==> src/rtl/sumador_serie.sv <==
// sumador_serie: sequential multi-nibble adder/subtractor.
// A single 4-bit add slice is reused across the NIBBLES slices of the operands.
// One nibble is handled per clock, least significant first, and the carry is
// kept in a register between cycles. Subtraction is A + ~B + 1: the operand is
// inverted when it is latched and the carry register is seeded with 1.
module sumador_serie #(
  parameter int NIBBLES = 4
) (
  input  logic                   clk,
  input  logic                   rst,
  input  logic                   start,
  input  logic                   sub,
  input  logic [4*NIBBLES-1:0]   A,
  input  logic [4*NIBBLES-1:0]   B,
  output logic                   busy,
  output logic                   done,
  output logic [4*NIBBLES-1:0]   sum,
  output logic                   cout
);

  localparam int WIDTH = 4 * NIBBLES;
  localparam int IDX_W = (NIBBLES > 1) ? $clog2(NIBBLES) : 1;
  localparam logic [IDX_W-1:0] LAST_IDX = IDX_W'(NIBBLES - 1);

  // Reject slice counts outside the supported range at elaboration time.
  if (NIBBLES < 2 || NIBBLES > 8) begin : g_bad_nibbles
    $error("sumador_serie: NIBBLES must be in 2..8");
  end

  typedef enum logic [1:0] {
    IDLE = 2'd0,
    RUN  = 2'd1,
    DONE = 2'd2
  } state_t;

  // The one and only adder in the block: 4 bits + 4 bits + carry-in.
  function automatic logic [4:0] add_slice(input logic [3:0] a_nib,
                                           input logic [3:0] b_nib,
                                           input logic       cin);
    add_slice = {1'b0, a_nib} + {1'b0, b_nib} + {4'b0000, cin};
  endfunction

  // Pick nibble i out of a WIDTH-bit word.
  function automatic logic [3:0] get_nibble(input logic [WIDTH-1:0] word,
                                            input logic [IDX_W-1:0] i);
    get_nibble = word[4*i +: 4];
  endfunction

  // Replace nibble i of a WIDTH-bit word, leaving the other bits untouched.
  function automatic logic [WIDTH-1:0] put_nibble(input logic [WIDTH-1:0] word,
                                                  input logic [IDX_W-1:0] i,
                                                  input logic [3:0]       nib);
    logic [WIDTH-1:0] r;
    r = word;
    r[4*i +: 4] = nib;
    put_nibble = r;
  endfunction

  state_t             state_q, state_d;
  logic [IDX_W-1:0]   idx_q,   idx_d;
  logic [WIDTH-1:0]   opa_q,   opa_d;
  logic [WIDTH-1:0]   opb_q,   opb_d;
  logic               carry_q, carry_d;
  logic [WIDTH-1:0]   sum_q,   sum_d;
  logic               cout_q,  cout_d;
  logic               busy_q,  busy_d;
  logic               done_q,  done_d;
  logic [4:0]         slice;

  // Next-state, operand capture and per-nibble accumulation.
  always_comb begin
    state_d = state_q;
    idx_d   = idx_q;
    opa_d   = opa_q;
    opb_d   = opb_q;
    carry_d = carry_q;
    sum_d   = sum_q;
    cout_d  = cout_q;
    busy_d  = busy_q;
    done_d  = 1'b0;
    slice   = add_slice(get_nibble(opa_q, idx_q), get_nibble(opb_q, idx_q), carry_q);

    case (state_q)
      IDLE: begin
        busy_d = 1'b0;
        if (start) begin
          // Operands are frozen here so later input changes cannot disturb
          // the operation; sum/cout keep the previous result until RUN.
          opa_d   = A;
          opb_d   = sub ? ~B : B;
          carry_d = sub;
          idx_d   = '0;
          state_d = RUN;
          busy_d  = 1'b1;
        end
      end

      RUN: begin
        sum_d   = put_nibble(sum_q, idx_q, slice[3:0]);
        carry_d = slice[4];
        if (idx_q == LAST_IDX) begin
          cout_d  = slice[4];
          state_d = DONE;
          busy_d  = 1'b0;
          done_d  = 1'b1;
        end else begin
          idx_d = idx_q + IDX_W'(1);
        end
      end

      DONE: begin
        // start is deliberately not looked at here; it is not queued.
        state_d = IDLE;
        busy_d  = 1'b0;
      end

      default: begin
        state_d = IDLE;
        busy_d  = 1'b0;
      end
    endcase
  end

  // State and output registers; reset aborts any operation immediately.
  always_ff @(posedge clk or posedge rst) begin
    if (rst) begin
      state_q <= IDLE;
      idx_q   <= '0;
      opa_q   <= '0;
      opb_q   <= '0;
      carry_q <= 1'b0;
      sum_q   <= '0;
      cout_q  <= 1'b0;
      busy_q  <= 1'b0;
      done_q  <= 1'b0;
    end else begin
      state_q <= state_d;
      idx_q   <= idx_d;
      opa_q   <= opa_d;
      opb_q   <= opb_d;
      carry_q <= carry_d;
      sum_q   <= sum_d;
      cout_q  <= cout_d;
      busy_q  <= busy_d;
      done_q  <= done_d;
    end
  end

  assign busy = busy_q;
  assign done = done_q;
  assign sum  = sum_q;
  assign cout = cout_q;

endmodule

==> config.mk <==
export PLATFORM = sky130hd
export DESIGN_NAME = sumador_serie
export DESIGN_NICKNAME = d
export VERILOG_FILES = /design/src/rtl/sumador_serie.sv
export SDC_FILE = /design/constraint.sdc
export NUM_CORES = 1
export LEC_CHECK = 0
export ABC_AREA = 1
export BUFFER_PORTS_ARGS = -buffer_cell sky130_fd_sc_hd__buf_2
export CAP_MARGIN = 20
export CORE_MARGIN = 2
export CORE_UTILIZATION = 41
export CTS_BUF_LIST = sky130_fd_sc_hd__clkbuf_16
export CTS_CLUSTER_SIZE = 24
export DETAILED_ROUTE_END_ITERATION = 16
export PLACE_DENSITY = 0.61
export SYNTH_ARGS = -nofsm -noshare
export SYNTH_HDL_FRONTEND = slang
export SYNTH_SLANG_ARGS = --single-unit
==> constraint.sdc <==
create_clock -name clk -period 6.5 [get_ports clk]
set_clock_uncertainty 0.05 [all_clocks]
set_input_delay 0.65 -clock clk [delete_from_list [all_inputs] [get_ports clk]]
set_output_delay 0.65 -clock clk [all_outputs]
set_load 0.005 [all_outputs]
**Word-level counts from Yosys, hierarchy flattened**

Cells that the tools add are included.

- Bitwise operators: 1
- Shift operators: 4
- Mux-type cells: 15
- Equality and inequality tests: 5
- Reduce and logical (&&, ||, !) cells: 7
- $add $sub $neg: 4

Operator list:

| operator | count |
|---|---|
| negator 4 -> 34 bit | 1 |
| variable shift 4 x 34 -> 16 bit (first input constant) | 1 |
| indexed part select 4 x 34 -> 16 bit | 1 |
| indexed part select 16 x 5 -> 4 bit | 2 |
| bitwise mux 16 bit | 1 |
| 2-to-1 mux 16 bit | 1 |
| inverter 16 bit | 1 |
| 2-to-1 mux 2 bit | 4 |
| one-hot mux 2 bit (2 select lines) | 2 |
| AND reduction 2 bit | 4 |
| != test 2 bit (second input constant) | 3 |
| adder 4 x 4 -> 5 bit | 1 |
| adder 5 x 1 -> 5 bit | 1 |
| 2-to-1 mux 1 bit | 5 |
| one-hot mux 1 bit (2 select lines) | 2 |
| AND reduction 3 bit | 1 |
| adder 2 x 1 -> 2 bit (second input constant) | 1 |
| == test 2 x 1 -> 1 bit (second input constant) | 1 |
| == test 2 bit (second input constant) | 1 |
| logical NOT 2 bit | 1 |
| nonzero test 2 bit | 1 |

- Register bits after elaboration: 56

**Logic depth before layout (Yosys ltp)**

Gate-level depths: netlist (run 1).

- Depth in word-level cells: 5
- Mapped depth: 12
- Depth with buffers taken out: 11

**Least setup slack after synthesis (run 1)**

OpenSTA, ideal clock, no wires.

- Path kind: flip-flop to flip-flop
- Start point: reg idx_q[0]
- End point: reg cout_q (netlist: cout)
- Data required time: 6.325 ns
- Path slack: 4.059 ns
- Stages on the path, launching flop included: 11
- Arrival time: 2.266 ns
- Buffers on the path: 1
- Cell sequence: dfrtp_1 inv_1 clkbuf_1 a21oi_1 o21ai_0 o21ai_0 fa_1 fa_1 a21oi_1 o21bai_1 mux2_2

- Cells in the longest elaborated chain, start to end: 3
- Elaborated cells between the ends (all ways): 6

RTL lines:

| what | RTL line | text |
|---|---|---|
| start, declared | 60 | `logic [IDX_W-1:0] idx_q, idx_d;` |
| start signal, assigned | 138 | `idx_q <= idx_d;` |
| indexed part select 16 x 5 -> 4 bit | 46 | `get_nibble = word[4*i +: 4];` |
| adder 4 x 4 -> 5 bit | 40 | `add_slice = {1'b0, a_nib} + {1'b0, b_nib} + {4'b0000, cin};` |
| adder 5 x 1 -> 5 bit | 40 |  |
| end signal, assigned | 143 | `cout_q <= cout_d;` |
| end, declared | 65 | `logic cout_q, cout_d;` |

Several ways; a longest one is shown, not always the timed one.
A chain may end at the register's enable or synchronous reset.

**Worst setup path after layout (run 1)**

Same ends and word-level chain as after synthesis.

==> flow_summary.json, run 1 <==
{
  "num_rows": 29,
  "path_delay_family": "adder cells",
  "n_antenna_cell": 0,
  "clkTransAtPathRegs_ns": 0.07,
  "grt_max_degree": 57,
  "core_sq_um": 6420,
  "fp.dieH_um": 86.1,
  "tns_ns": 0,
  "yosys.area.top_type_share_pct": 50.7,
  "worstPathMaxFanout": 24,
  "nets": 411,
  "die_w_um": 86.1,
  "yosysWarnings": 0,
  "multiInputGateArea_sq_um": 1180,
  "required_ns": 6.62,
  "min_period_ns": 3.20,
  "synth_ff_type": "dfrtp_1",
  "yosys-top-cells-area": "dfrtp_1 (51%), nand2_1 (12%), o21ai_0 (7.2%)",
  "grt_pass1_wl_um": 9780,
  "drt-initial-drc-count": 155,
  "cellLeakagePower_uw": 0.00165,
  "die_area_sq_um": 7410,
  "grt_overflow": 0,
  "hp-class": "register to register",
  "ys_seq_elements": 56,
  "initial_core_util_pct": 43.0,
  "startpoint_type": "register",
  "post_cts_buffers": 0,
  "synth_area_sq_um": 2760,
  "drv_cap": 0,
  "critPathArrivalTime_ns": 3.33,
  "synth_compound_area_share_pct": 12.9,
  "synth_common_cells": "nand2_1 (89), dfrtp_1 (56), o21ai_0 (40)",
  "period_share_pct": 49.3,
  "synthMostInstantiatedCell": "nand2_1",
  "first_global_vias": 2106,
  "syn_inst": 315,
  "fin_util_pct": 49.7,
  "fillers": 651,
  "synth_top_family_by_area": "simple AND/OR/NAND/NOR gates",
  "ir_drop_mv": 0.173,
  "htree_levels": 2,
  "synth_mux_area_share_pct": 0.408,
  "synth-edff-count": 0,
  "synth_seq_area_share_pct": 50.7,
  "postCtsHoldBufs": 0,
  "synth_cell_type_count": 26,
  "crit_path_end_kind": "register",
  "clock_path_buffers": 2,
  "grt_setup_unrepaired": "false",
  "root_buffer": "clkbuf_16",
  "cts_tree": "built",
  "area_growth_pct": 15.5,
  "syn_avg_cell_area_sq_um": 8.77,
  "drive_gt1_share_pct": 19.5,
  "synth_xor_area_share_pct": 5.39,
  "setup_viol": 0,
  "syn_nets": 362,
  "clock_latency_ns": 0.29,
  "cts_made_buffers": 5,
  "cp.buffers_inverters": 1,
  "status": "finished clean",
  "hpwlAfterDp_um": 4320,
  "portBuffers": 54,
  "grt_usage_pct": 16.7,
  "drc": 0,
  "synthAdderAreaFrac_pct": 5.53,
  "antenna_found_initial": 0,
  "cts.sinks": 56,
  "antenna_left": 0,
  "synthSimpleGateAreaFrac_pct": 18.6,
  "cp_slowest_stage_delay_ns": 0.75,
  "criticalPathCategory": "register to register",
  "slew-limit-headroom_pct": 51.8,
  "worst_pin_slew_ns": 0.722,
  "maxSlewViolCount": 0,
  "crit_slowest_cell": "dfrtp_1",
  "seqCellArea_sq_um": 1400,
  "synth_top_cell_by_area": "dfrtp_1",
  "crit_chain": "inv_1, o21ai_0, o21ai_0, fa_1, fa_1, a21oi_1, o21bai_1, mux2_2",
  "fmax_mhz": 312,
  "wl_per_cell_um": 13.1,
  "final-hold-violation-count": 0,
  "totalWireLength_um": 5790,
  "vias": 2161,
  "viasPerCell": 4.89,
  "ioPinCount": 55,
  "synthArstFlopShare_pct": 100,
  "dr.pass1.iters": 4,
  "p_per_area_nw_per_um2": 503,
  "post_cts_resize_count": 0,
  "gp_congestion": 0.854
}
logic make-up (layout without fill, tap and decap cells):
logic type      Yosys count  in the layout
compound gates           65             65
xor+xnor                 17             17
fa+ha+maj                11             11
buf+inv                  38             88
flops                    56             56
mux                       1              1
simple gates            127            127
stage by stage:
stage | instance area [sq um] | hold slack [ns] | std cells | power (uW) | worst slack [ns]
5_1_grt | 3190 | 0.461 | 442 | 1770 | 2.81
6_report | 3190 | 0.432 | 442 | 1600 | 3.30
2_1_floorplan | 2760 | 0.387 | 315 | 1150 | 4.06
3_5_place_dp | 3050 | 0.416 | 434 | 1360 | 3.32
4_1_cts | 3190 | 0.433 | 442 | 1620 | 3.31
3_3_place_gp | 3050 | 0.404 | 434 | 1340 | 3.39
power breakdown:
group | leakage [uW] | total [uW] | switching [uW] | internal [uW]
Sequential | 0.000719 | 612 | 112 | 500
Clock | 0.0000738 | 252 | 114 | 139
Combinational | 0.000858 | 739 | 456 | 283
Total | 0.00165 | 1600 | 682 | 921
cell usage in the layout, fill, tap and decap left out, drive strengths merged:
cell / count
mux2: 1
buf: 56
clkbuf: 5
nand4: 5
o21a: 1
ha: 9
o22ai: 7
nand3: 7
inv: 26
xnor2: 16
a21oi: 3
fa: 2
o21bai: 1
o31ai: 2
nand2: 91
nor2: 24
dfrtp: 56
o21ai: 51
xor2: 1
clkinv: 1
sequential cells by signal, summed over array words and instances, names as in the netlist:
signal	cells
opa_q	16
opb_q	16
sum	16
idx_q	2
state_q	2
busy	1
carry_q	1
cout	1
done	1
worst register-to-register path, stage by stage (launching register included):
cell and delay, ns:
dfrtp_1 0.75, inv_1 0.50, o21ai_0 0.27, o21ai_0 0.15
fa_1 0.44, fa_1 0.42, a21oi_1 0.16, o21bai_1 0.09
mux2_2 0.27
per-layer routing:
layer	vias to the layer above	global-route usage, %	share of wire [%]
met1	1002	21.2	46
met3	8	4.14	4.7
li1	1105	-	-
met4	0	4.62	1.4
met2	46	28.3	48
met5	-	0	0
path summary, 6_finish.rpt:
| kind | from | endpoint | slack, ns | cells after the start |
|---|---|---|---|---|
| worst max-delay path | idx_q[0]$_DFFE_PP0P_ | cout$_DFFE_PP0P_ | 3.30 | 8 |
| min in group asynchronous | rst | done$_DFF_PP0_ | 0.50 | 3 |
| worst min-delay path | opa_q[10]$_DFFE_PP0P_ | opa_q[10]$_DFFE_PP0P_ | 0.43 | 2 |
| worst max register to register | idx_q[0]$_DFFE_PP0P_ | cout$_DFFE_PP0P_ | 3.30 | 8 |
| worst min register to register | opa_q[10]$_DFFE_PP0P_ | opa_q[10]$_DFFE_PP0P_ | 0.43 | 2 |
| max in group asynchronous | rst | sum[6]$_DFFE_PP0P_ | 5.43 | 3 |
cell type report:
| type | count | share of cell area (%) |
|---|---|---|
| inverter | 24 | 2.82 |
| clock buffer | 5 | 3.92 |
| tap | 77 | 3.02 |
| sequential | 56 | 43.9 |
| clock inverter | 3 | 0.353 |
| timing repair buffer | 56 | 8.94 |
| multi-input combinational | 221 | 37.0 |
Note: power is estimated with default switching activity, not from simulation.
==> run 2: changes to the inputs <==
--- a/config.mk
+++ b/config.mk
@@ -5,7 +5,7 @@
 export SDC_FILE = /design/constraint.sdc
 export NUM_CORES = 1
 export LEC_CHECK = 0
-export ABC_AREA = 1
+export ABC_AREA = 0
 export BUFFER_PORTS_ARGS = -buffer_cell sky130_fd_sc_hd__buf_2
 export CAP_MARGIN = 20
 export CORE_MARGIN = 2
==> constraint.sdc (replaced) <==
create_clock -name clk -period 3 [get_ports clk]
set_clock_uncertainty 0.05 [all_clocks]
set_input_delay 0.3 -clock clk [delete_from_list [all_inputs] [get_ports clk]]
set_output_delay 0.3 -clock clk [all_outputs]
set_load 0.005 [all_outputs]
==> run 2 against run 1 <==
Clock power grew to 2.7 times the previous value. Via count shrank 16%. Flip-flop and latch count is the same.
==> flow_summary.json, run 2 <==
{
  "status": "finished clean",
  "post_cts_buffers": 0,
  "criticalPathCategory": "register to register",
  "synth_ff_type": "dfrtp_1",
  "cellLeakagePower_uw": 0.00145,
  "antenna_left": 0,
  "drive_gt1_share_pct": 35.3,
  "grt_pass1_wl_um": 8690,
  "yosys-top-cells-area": "dfrtp_1 (52%), mux2_2 (7.1%), mux4_2 (6.6%)",
  "postCtsHoldBufs": 0,
  "ioPinCount": 55,
  "final_common_cell": "dfrtp_1",
  "synthArstFlopShare_pct": 100,
  "htree_levels": 2,
  "totalPowerFinal_uw": 3800,
  "portBuffers": 54,
  "ys_seq_elements": 56,
  "antenna_found_initial": 0,
  "area_growth_pct": 19.6,
  "viasPerCell": 5.15,
  "yosys.area.top_type_share_pct": 51.7,
  "grt_usage_pct": 15.4,
  "min_period_ns": 2.67,
  "synthMostInstantiatedCell": "dfrtp_1",
  "path_common_cell": "fa_1",
  "num_rows": 29,
  "tns_ns": 0,
  "core_sq_um": 6390,
  "r2r_slack_ns": 0.33,
  "synth_seq_area_share_pct": 51.7,
  "cts.sinks": 56,
  "crit_path_end_kind": "register",
  "period_share_pct": 89.1,
  "syn_nets": 266,
  "clock_latency_ns": 0.30,
  "ir_drop_mv": 0.691,
  "wl_per_cell_um": 15.1,
  "grt_setup_unrepaired": "false",
  "slew-limit-headroom_pct": 60.5,
  "fmax_mhz": 374,
  "dr.pass1.iters": 4,
  "synth_top_cell_by_area": "dfrtp_1",
  "setup_viol": 0,
  "clock_path_buffers": 2,
  "worst_slack_ns": 0.326,
  "crit_chain": "mux4_2, fa_1, fa_1, xnor2_1, o31ai_1",
  "cts_tree": "built",
  "required_ns": 3.11,
  "startpoint_type": "register",
  "syn_avg_cell_area_sq_um": 12.4,
  "mostFrequentLayoutCells": "dfrtp_1 (56), buf_2 (54), a21oi_1 (22), nor2_1 (20)",
  "crit_slowest_cell": "mux4_2",
  "first_global_vias": 1751,
  "hpwlAfterDp_um": 3790,
  "root_buffer": "clkbuf_16",
  "maxSlewViolCount": 0,
  "drv_cap": 0,
  "yosysWarnings": 0,
  "cp_slowest_stage_delay_ns": 0.57,
  "synth-edff-count": 0,
  "drt-initial-drc-count": 67,
  "synth_common_cells": "dfrtp_1 (56), a21oi_1 (22), nor2_1 (20)",
  "nets": 321,
  "totalWireLength_um": 5320,
  "grt_max_degree": 49,
  "syn_inst": 219,
  "grt_overflow": 0,
  "worstPathMaxFanout": 6,
  "gp_congestion": 0.770,
  "clkTransAtPathRegs_ns": 0.08,
  "final-hold-violation-count": 0,
  "synth_area_sq_um": 2710,
  "critPathArrivalTime_ns": 2.79,
  "initial_core_util_pct": 42.5,
  "fp.dieH_um": 85.3,
  "worst_pin_slew_ns": 0.592,
  "drc": 0,
  "vias": 1812,
  "post-place-ws_ns": 0.318,
  "die_w_um": 85.3,
  "die_area_sq_um": 7280,
  "p_per_area_nw_per_um2": 1170,
  "cts_made_buffers": 5,
  "post_cts_resize_count": 0,
  "synth_cell_type_count": 31,
  "n_antenna_cell": 0,
  "hp-class": "input port to async pin"
}
==> run 2: changes by cell type after synthesis, moves of 9 or more <==
cell / before / now
nand2_1: 89 / 8
o21ai_0: 40 / 0
a22o_1: 0 / 11
mux2_2: 1 / 17
o21ai_1: 10 / 1
a21oi_1: 3 / 22
inv_1: 21 / 3
==> run 2: worst paths after layout <==
| check | from | end | cells after the start |
|---|---|---|---|
| max | idx_q[0]$_DFFE_PP0P_ | sum[6]$_DFFE_PP0P_ | 5 |
| max reg2reg | idx_q[0]$_DFFE_PP0P_ | sum[6]$_DFFE_PP0P_ | 5 |
| max in group asynchronous | rst | idx_q[1]$_DFFE_PP0P_ | 3 |
| min reg2reg | sum[11]$_DFFE_PP0P_ | sum[11]$_DFFE_PP0P_ | 2 |
| min in group clk | A[11] | opa_q[11]$_DFFE_PP0P_ | 2 |
| min | rst | opa_q[9]$_DFFE_PP0P_ | 2 |
==> run 2: per-layer routing <==
layer / wire [um] / part of all wire (%) / track usage (%) / up-vias
met2: 2400 / 45 / 23.4 / 45
met3: 227 / 4.3 / 3.02 / 7
met5: 0 / 0 / 0 / -
met1: 2620 / 49 / 22.1 / 872
li1: - / - / - / 888
met4: 80 / 1.5 / 5.63 / 0
==> run 2: layout make-up <==
cell class,instances,area (sq um)
Clock buffer,5,125
Sequential cell,56,1400
Timing Repair Buffer,59,308
Inverter,3,11.3
Clock inverter,3,46.3
Tap cell,77,96.3
Fill cell,628,3140
Multi-Input combinational cell,149,1250
==> run 2: power by group <==
part | leakage (uW) | internal, uW | switching, uW
Combinational | 0.000694 | 880 | 937
Sequential | 0.000680 | 1080 | 224
Clock | 0.0000804 | 397 | 281
Total | 0.00145 | 2360 | 1440
==> run 2: worst max-delay path: cells and delay by family (launching register included) <==
kind	cells	cell delay, ns
XOR/XNOR	1	0.37
flip-flops	1	0.54
AO/OA/AOI/OAI	1	0.14
multiplexers	1	0.57
adder cells (fa/ha/maj)	2	0.86
==> run 2: logic make-up after synthesis <==
family | count (synthesis) | synth area share [%]
xor+xnor | 17 | 5.49
fa+ha+maj | 11 | 5.63
buf+inv | 14 | 2.31
flops | 56 | 51.7
mux | 25 | 13.7
simple gates | 51 | 10.4
compound gates | 45 | 10.8
==> run 2: per-stage QoR <==
step / util (%) / hold WS [ns] / cells / instance area [sq um]
2_1_floorplan: - / 0.402 / 219 / 2710
3_3_place_gp: 48.1 / 0.343 / 344 / 3070
3_5_place_dp: 48.1 / 0.353 / 344 / 3070
4_1_cts: 50.8 / 0.0364 / 352 / 3240
5_1_grt: 50.8 / 0.0658 / 352 / 3240
6_report: 50.8 / 0.0125 / 352 / 3240
==> run 3: changes to the inputs <==
--- a/config.mk
+++ b/config.mk
@@ -8,12 +8,14 @@
 export ABC_AREA = 0
 export BUFFER_PORTS_ARGS = -buffer_cell sky130_fd_sc_hd__buf_2
 export CAP_MARGIN = 20
+export CELL_PAD_IN_SITES_DETAIL_PLACEMENT = 1
+export CELL_PAD_IN_SITES_GLOBAL_PLACEMENT = 2
 export CORE_MARGIN = 2
-export CORE_UTILIZATION = 41
+export CORE_UTILIZATION = 36
 export CTS_BUF_LIST = sky130_fd_sc_hd__clkbuf_16
 export CTS_CLUSTER_SIZE = 24
 export DETAILED_ROUTE_END_ITERATION = 16
-export PLACE_DENSITY = 0.61
+export PLACE_DENSITY = 0.78
 export SYNTH_ARGS = -nofsm -noshare
 export SYNTH_HDL_FRONTEND = slang
 export SYNTH_SLANG_ARGS = --single-unit
==> run 3 against run 2 <==
Non-clock buffer count is 1 higher. Count of clock-buffer cells in the layout stayed put. Final cell count up 6.5%. Worst setup slack improved by 0.11 ns. Clock power down 16%. Worst hold slack lost 0.0071 ns. Register-to-register slack better by 0.11 ns. Die area rose by 13%. Global-route usage shrank 0.20 points. Power decreased by 1.9%. Critical endpoint is now carry_q$_DFFE_PP0P_.
==> flow_summary.json, run 3 (same netlist as run 2, synthesis figures left out) <==
{
  "status": "finished clean",
  "core_sq_um": 7290,
  "portBuffers": 54,
  "r2r_slack_ns": 0.44,
  "post_cts_resize_count": 0,
  "cts_made_buffers": 5,
  "fp.dieH_um": 90.8,
  "fin_cells": 375,
  "grt_max_degree": 49,
  "n_antenna_cell": 0,
  "period_share_pct": 85.4,
  "clkTransAtPathRegs_ns": 0.07,
  "tns_ns": 0,
  "gp_congestion": 0.762,
  "post-place-ws_ns": 0.459,
  "die_w_um": 90.8,
  "required_ns": 3.11,
  "post_cts_buffers": 0,
  "dr.pass1.iters": 4,
  "root_buffer": "clkbuf_16",
  "ioPinCount": 55,
  "vias": 1864,
  "postCtsHoldBufs": 0,
  "drc": 0,
  "dp_cells": 367,
  "hp-class": "input port to async pin",
  "worstPathMaxFanout": 4,
  "grt_setup_unrepaired": "false",
  "die_area_sq_um": 8250,
  "p_per_area_nw_per_um2": 1150,
  "final_common_cell": "dfrtp_1",
  "final-hold-violation-count": 0,
  "area_growth_pct": 19.7,
  "mostFrequentLayoutCells": "dfrtp_1 (56), buf_2 (54), a21oi_1 (22), nor2_1 (20)",
  "wl_per_cell_um": 15.4,
  "drt-initial-drc-count": 70,
  "setup_viol": 0,
  "drv_cap": 0,
  "min_period_ns": 2.56,
  "startpoint_type": "register",
  "viasPerCell": 4.97,
  "num_rows": 31,
  "cellLeakagePower_uw": 0.00145,
  "clock_latency_ns": 0.29,
  "antenna_left": 0,
  "totalWireLength_um": 5780,
  "holdWs_ns": 0.00536,
  "first_global_vias": 1989,
  "grt_usage_pct": 15.2,
  "clock_path_buffers": 2,
  "nets": 322,
  "initial_core_util_pct": 37.2,
  "maxSlewViolCount": 0,
  "hpwlAfterDp_um": 4300,
  "critPathArrivalTime_ns": 2.67,
  "htree_levels": 2,
  "fmax_mhz": 390,
  "fillers": 821,
  "cts.sinks": 56,
  "cts_tree": "built",
  "ir_drop_mv": 0.393,
  "worst_slack_ns": 0.437,
  "antenna_found_initial": 0,
  "drive_gt1_share_pct": 34.8,
  "crit_path_end_kind": "register",
  "worst_pin_slew_ns": 0.562,
  "slew-limit-headroom_pct": 62.5,
  "criticalPathCategory": "register to register",
  "grt_overflow": 0,
  "grt_pass1_wl_um": 10100
}
## run 3: cell count changes in the layout (fill, tap and decap cells not counted)
| cell | delta |
|---|---|
| buf_4 | +1 |
| bufinv_16 | -1 |
| inv_1 | +1 |
| inv_6 | -1 |
| clkinv_1 | +1 |
## run 3: layout make-up
type | count | area (sq um) | area share [%]
timing repair buffer | 60 | 315 | 9.71
multi-input combinational | 149 | 1250 | 38.7
clock buffer | 5 | 125 | 3.85
clock inverter | 3 | 15.0 | 0.462
tap | 99 | 124 | 3.82
inverter | 3 | 11.3 | 0.347
sequential | 56 | 1400 | 43.2
## run 3: per-layer routing
layer  wire length [um]  global-route usage (%)  up-vias
li1                   -                       -      892
met1               2660                    20.2      932
met2               2880                    25.9       37
met3                201                    2.75        3
met4                 43                    3.79        0
met5                  0                       0        -
## run 3: stage by stage
step	utilization, %	area, sq um	total power (uW)
after CTS	44.5	3250	3790
final	44.5	3250	3730
after detailed placement	42.6	3110	3210
after global placement	42.6	3110	3150
after floorplan	-	2710	2570
after global routing	44.5	3250	4050
## run 3: path summary, 6_finish.rpt
path | start | endpoint | cells after the start
max | idx_q[0]$_DFFE_PP0P_ | carry_q$_DFFE_PP0P_ | 6
min | rst | opa_q[12]$_DFFE_PP0P_ | 2
max reg2reg | idx_q[0]$_DFFE_PP0P_ | carry_q$_DFFE_PP0P_ | 6
min reg2reg | sum[15]$_DFFE_PP0P_ | sum[15]$_DFFE_PP0P_ | 2
max in group asynchronous | rst | cout$_DFFE_PP0P_ | 3
min in group clk | A[11] | opa_q[11]$_DFFE_PP0P_ | 2
## run 3: critical path, cell delays in order, from the launching register on
cell and delay (ns):
dfrtp_1 0.43, mux4_2 0.54, fa_1 0.45, fa_1 0.42, a21o_1 0.19, a21oi_1 0.22
a211oi_1 0.12
## run 3: power breakdown
group | switching (uW) | leakage [uW] | internal [uW]
clock network | 263 | 0.0000687 | 304
logic | 970 | 0.000699 | 893
registers | 217 | 0.000680 | 1080
